## config.mk

```make
export PLATFORM = sky130hd
export DESIGN_NAME = updown_counter_param
export DESIGN_NICKNAME = d
export VERILOG_FILES = /design/src/rtl/counter_pkg.sv /design/src/rtl/udcnt_next.sv /design/src/rtl/updown_counter_param.sv
export SDC_FILE = /design/constraint.sdc
export NUM_CORES = 1
export LEC_CHECK = 0
export ABC_AREA = 1
export CORE_ASPECT_RATIO = 0.75
export CORE_MARGIN = 5
export CORE_UTILIZATION = 35
export CTS_CLUSTER_SIZE = 25
export DETAILED_ROUTE_END_ITERATION = 8
export GPL_ROUTABILITY_DRIVEN = 0
export SLEW_MARGIN = 0
export SYNTH_ARGS = -nofsm -noshare
export SYNTH_HDL_FRONTEND = slang
export SYNTH_HIERARCHICAL = 1
export SYNTH_SLANG_ARGS = --single-unit
export TNS_END_PERCENT = 20
```

## constraint.sdc

```tcl
create_clock -name clk -period 1.91 [get_ports clk]
set_clock_uncertainty 0.2 [all_clocks]
set_input_delay 0.382 -clock clk [delete_from_list [all_inputs] [get_ports clk]]
set_output_delay 0.382 -clock clk [all_outputs]
set_load 0.05 [all_outputs]
```

## src/rtl/counter_pkg.sv

```systemverilog
// ============================================================================
// Module : counter_pkg
// Brief  : Shared constants for the parametrised up/down counter family.
// Rev    : 1.0  initial release
// ============================================================================
`default_nettype none

package counter_pkg;

    // Direction encoding on the inc input
    localparam logic DIR_UP = 1'b1;
    localparam logic DIR_DN = 1'b0;

    // Bound behaviour selected by the SATURATE parameter
    localparam int MODE_WRAP = 0;
    localparam int MODE_SAT  = 1;

endpackage : counter_pkg

`default_nettype wire

```

## src/rtl/udcnt_next.sv

```systemverilog
// ============================================================================
// Module : udcnt_next
// Brief  : Combinational next-count and bound-detect for the up/down counter.
//          Produces the value the counter would take on a count step and flags
//          when that step starts at the bound in the count direction.
// Rev    : 1.0  initial release
// ============================================================================
`default_nettype none

module udcnt_next
    import counter_pkg::*;
#(
    parameter int               WIDTH    = 8,
    parameter logic [WIDTH-1:0] MAX_VAL  = '1,
    parameter int               SATURATE = MODE_WRAP
) (
    input  logic [WIDTH-1:0] cur,
    input  logic             inc,
    output logic [WIDTH-1:0] next,
    output logic             at_bound
);

    localparam logic [WIDTH-1:0] c_zero = '0;
    localparam logic [WIDTH-1:0] c_one  = {{(WIDTH-1){1'b0}}, 1'b1};

    // Step one position in the selected direction, wrapping or holding at bounds
    always_comb begin
        next     = cur;
        at_bound = 1'b0;
        if (inc == DIR_UP) begin
            // >= rather than == so an out-of-range value can never step upward
            if (cur >= MAX_VAL) begin
                at_bound = 1'b1;
                next     = (SATURATE == MODE_SAT) ? MAX_VAL : c_zero;
            end else begin
                next     = cur + c_one;
            end
        end else begin
            if (cur == c_zero) begin
                at_bound = 1'b1;
                next     = (SATURATE == MODE_SAT) ? c_zero : MAX_VAL;
            end else begin
                next     = cur - c_one;
            end
        end
    end

endmodule : udcnt_next

`default_nettype wire

```

## src/rtl/updown_counter_param.sv

```systemverilog
// ============================================================================
// Module : updown_counter_param
// Brief  : WIDTH-bit up/down counter with programmable modulus (0..MAX_VAL),
//          wrap or saturate at bounds, registered terminal-count pulse and a
//          sticky overflow flag. Cascade by feeding tc into the next stage's
//          countEN.
//          Optional macro UDCNT_MATCH_EN adds match_val/match: a registered
//          compare that is high in the same cycle out equals match_val.
// Rev    : 1.0  initial release
// ============================================================================
`default_nettype none

module updown_counter_param
    import counter_pkg::*;
#(
    parameter int               WIDTH    = 8,
    parameter logic [WIDTH-1:0] MAX_VAL  = '1,
    parameter int               SATURATE = MODE_WRAP
) (
    input  logic             clk,
    input  logic             rst_n,
    input  logic             clear,
    input  logic             load,
    input  logic             countEN,
    input  logic             inc,
    input  logic [WIDTH-1:0] data_in,
`ifdef UDCNT_MATCH_EN
    input  logic [WIDTH-1:0] match_val,
    output logic             match,
`endif
    output logic [WIDTH-1:0] out,
    output logic             tc,
    output logic             ovf
);

    logic [WIDTH-1:0] r_out;
    logic             r_tc;
    logic             r_ovf;

    logic [WIDTH-1:0] w_step;
    logic             w_at_bound;
    logic [WIDTH-1:0] w_load_val;
    logic [WIDTH-1:0] w_out_d;
    logic             w_tc_d;
    logic             w_ovf_d;

    udcnt_next #(
        .WIDTH    (WIDTH),
        .MAX_VAL  (MAX_VAL),
        .SATURATE (SATURATE)
    ) u_next (
        .cur      (r_out),
        .inc      (inc),
        .next     (w_step),
        .at_bound (w_at_bound)
    );

    // Load values above the modulus clamp to MAX_VAL so out never leaves range
    assign w_load_val = (data_in > MAX_VAL) ? MAX_VAL : data_in;

    // Priority select: clear > load > count > hold
    always_comb begin
        w_out_d = r_out;
        w_tc_d  = 1'b0;
        w_ovf_d = r_ovf;
        if (clear) begin
            w_out_d = '0;
            w_ovf_d = 1'b0;
        end else if (load) begin
            w_out_d = w_load_val;
        end else if (countEN) begin
            w_out_d = w_step;
            w_tc_d  = w_at_bound;
            w_ovf_d = r_ovf | w_at_bound;
        end
    end

    // Counter state registers with asynchronous active-low reset
    always_ff @(posedge clk or negedge rst_n) begin
        if (!rst_n) begin
            r_out <= '0;
            r_tc  <= 1'b0;
            r_ovf <= 1'b0;
        end else begin
            r_out <= w_out_d;
            r_tc  <= w_tc_d;
            r_ovf <= w_ovf_d;
        end
    end

    assign out = r_out;
    assign tc  = r_tc;
    assign ovf = r_ovf;

`ifdef UDCNT_MATCH_EN
    logic r_match;

    // Compare against the value out is about to take so match lines up with out
    always_ff @(posedge clk or negedge rst_n) begin
        if (!rst_n) begin
            r_match <= 1'b0;
        end else if (clear) begin
            r_match <= 1'b0;
        end else begin
            r_match <= (w_out_d == match_val);
        end
    end

    assign match = r_match;
`endif

endmodule : updown_counter_param

`default_nettype wire

```

==> summary.txt <==
Synth
  • Xor/xnor share of the synthesized area: 4.28%
  • Sequential fraction of the synthesis area: 24.4%
  • Yosys top cell area share: 25.7%
  • Top cells by area, synth: nand2_1 (26%), dfrtp_1 (24%), nand3_1 (9.3%)
  • Count of yosys warnings during synthesis: 6
  • Largest family of logic cells by synthesized area: simple AND/OR/NAND/NOR gates
  • Netlist cell types: 25
  • Net Count, Synth: 179
  • Synth Area per Inst: 6.32 um2
  • Compound-Gate Fraction of Synth Area: 6.60%
  • Simple-Gate Fraction of Synth Area: 50.0%
  • Synthesized instance count: 162
  • Synth Area in Adders: 3.67%
  • Synth area leader: nand2_1
  • Synth Register Bits: 10
  • Netlist Area Pre-Place: 0.00102 mm2
  • Mux cell area share after synthesis: 0%

Place
  • Port Buffers: 23
  • Final HPWL from detailed placement: 2330 um
  • DP Area: 0.00140 mm2

STA
  • Final hold vios: 0
  • Relative slew margins: 68.0%
  • Peak Freq: 563 MHz
  • Unrepaired setup endpoints after global routing: true
  • Final worst path period share: 93.0%
  • Worst-margin pin slew: 478 ps
  • Final-report setup violation count: 0
  • Min Tclk post-route: 1780 ps
  • Max Transition Viols Final: 0

Clocking
  • Clock Latency Late Sink: 240 ps
  • Clock tree buffer depth: 2
  • Clk slew on worst S/H paths: 50 ps
  • Post-CTS Hold Buffers: 0
  • Root Buffer: clkbuf_8
  • TritonCTS clock tree: built
  • H-tree depth: 1
  • Clk sinks: 10
  • CTS Buf Count: 3

Power and ir drop
  • Combinational cell fraction of total power: 46.0%
  • Pleak: 0.727 nW
  • Power density over cell area: 642 mW/mm2
  • Total power: 0.939 mW
  • Clock share of power: 24.8%
  • Peak VDD IR: 329 uV
  • Int Power: 0.568 mW
  • Sequential share of power: 29.2%
  • Switching power: 0.372 mW
  • Sw Share: 39.6%

Floorplanning
  • Die Y: 56.8 um
  • Core ar.: 0.00287 mm2
  • Die Span X: 72.4 um
  • Full die area: 0.00412 mm2
  • Num rows: 17
  • I/O pin count: 24
  • Starting Density: 35.6%

Setup path
  • Reg2reg end: out[4]
  • First element of the critical path: out[0]
  • R2r setup slk: 130 ps
  • Crit-path max FO: 5
  • Critical Path Sink Type: flop
  • RR Startpoint: out[0]
  • Worst EP required: 1830 ps
  • Worst setup SP type: flop
  • Cell depth of the worst flop-to-flop path: 11
  • Arrival @ worst endpoint: 1700 ps
  • Crit Path Class: flop to flop

Global routing
  • Tot GR Track Use: 15.5%
  • Largest net degree at the start of global routing: 11
  • GRT overflow: 0
  • Initial antenna violation count: 0
  • Vias in the first global route: 1086
  • First-pass GRT wire length: 5070 um

Routing
  • # DRC: 0
  • Final WL: 2880 um
  • Post-DRT Antenna Nets: 0
  • Routed vias: 1125
  • Vias/cell: 4.83
  • Wire per inst: 12.4 um
  • Initial DRC count: 69
  • Pre-Repair DR Iteration Count: 4

Outcome
  • Outcome: completed

Final layout
  • Fillers: 284
  • Most common cell after layout, fill and taps aside: nand2_1
  • Most frequent cells in the layout: nand2_1 (70), nand3_1 (19), clkdlybuf4s50_1 (13), buf_4 (13), nor2_1 (9)
  • Area Overhead vs Synth: 43.0%
  • Post-route cell area: 0.00146 mm2
  • Layout cells sized above 1: 22.6%
  • ANT cells: 0
  • Fin nets: 213

Worst hold path
  • Hold Crit Class: input port to async pin

Run
  • Max-Cap Viols: 0
-- worst max-delay path by stage --
stage	endpoint	slack (ps)
final	out[4]	130
after global routing	out[6]	-20
after CTS	out[4]	80
after detailed placement	out[7]	10
after global placement	out[7]	50
after floorplan	out[4]	110
-- routing by layer --
| metal | GRT usage [%] | routed length, um |
|---|---|---|
| met3 | 5.37 | 165 |
| met1 | 20.7 | 1390 |
| met4 | 2.37 | 40 |
| met5 | 0 | 0 |
| met2 | 24.3 | 1290 |
-- cells by family (layout without fill, tap and decap cells) --
group | count (synthesis) | count (layout)
adders and majority gates | 3 | 3
AOI/OAI and AO/OA | 13 | 13
DFF | 10 | 10
xor gates and xnor gates | 5 | 5
buffers and inverters | 20 | 53
and+or+nand+nor | 111 | 111
-- flip-flops by register name (all words and copies together) (netlist names) --
name,cells
ovf,1
out,8
tc,1
-- power by group through the flow --
stage	sequential (mW)	combinational [mW]	clock [mW]
global placement	0.280	0.415	0
CTS	0.278	0.422	0.240
finish	0.275	0.432	0.233
detailed placement	0.281	0.420	0
global route	0.279	0.475	0.258
floorplan	0.319	0.210	0
-- final cells by class --
| class | count | area, um2 | share of cell area (%) |
|---|---|---|---|
| Clock buffer | 4 | 45.0 | 3.08 |
| Inverter | 15 | 62.6 | 4.27 |
| Multi-Input combinational cell | 132 | 667 | 45.6 |
| Sequential cell | 10 | 254 | 17.4 |
| Tap cell | 38 | 47.5 | 3.25 |
| Timing Repair Buffer | 34 | 388 | 26.5 |
-- cells in the mapped netlist --
cell type,number
a21oi_1,2
buf_2,1
buf_6,4
clkinv_2,1
dfrtp_1,10
ha_1,3
inv_1,9
inv_2,4
inv_6,1
nand2_1,70
nand2_2,1
nand2_4,1
nand3_1,19
nand3_4,1
nand4_1,4
nor2_1,9
nor2_2,2
nor2_4,2
nor2_8,1
nor3_1,1
o211ai_1,1
o21ai_0,3
o21ai_1,7
xnor2_1,2
xor2_1,3
-- repair_timing --
action | 4_1_cts | 5_1_grt
resized for setup | 0 | 4
endpoints found under the setup margin | 0 | 5
buffers inserted | 0 | 2
-- worst max-delay path: stages, from the launching register on --
cell and delay [ps]:
dfrtp_2 450, inv_2 100, ha_2 200, nand2_1 100, o21ai_0 150, o211ai_1 110, nand2_1 70, nand2_1 50
nand2_1 70, nand2_1 50, nand3_1 60, nand2_1 50
-- per-stage QoR --
stage	setup slack (ps)	hold WS, ps	utilization, %	TNS [ps]	instances
2_1_floorplan	107	-114	-	0	162
3_3_place_gp	47.6	280	48.6	0	227
3_5_place_dp	14.0	283	48.6	0	227
4_1_cts	83.4	288	50.2	0	231
5_1_grt	-24.1	309	51.0	-24.1	233
6_report	134	272	51.0	0	233
Power figures use the tool's default switching activity.
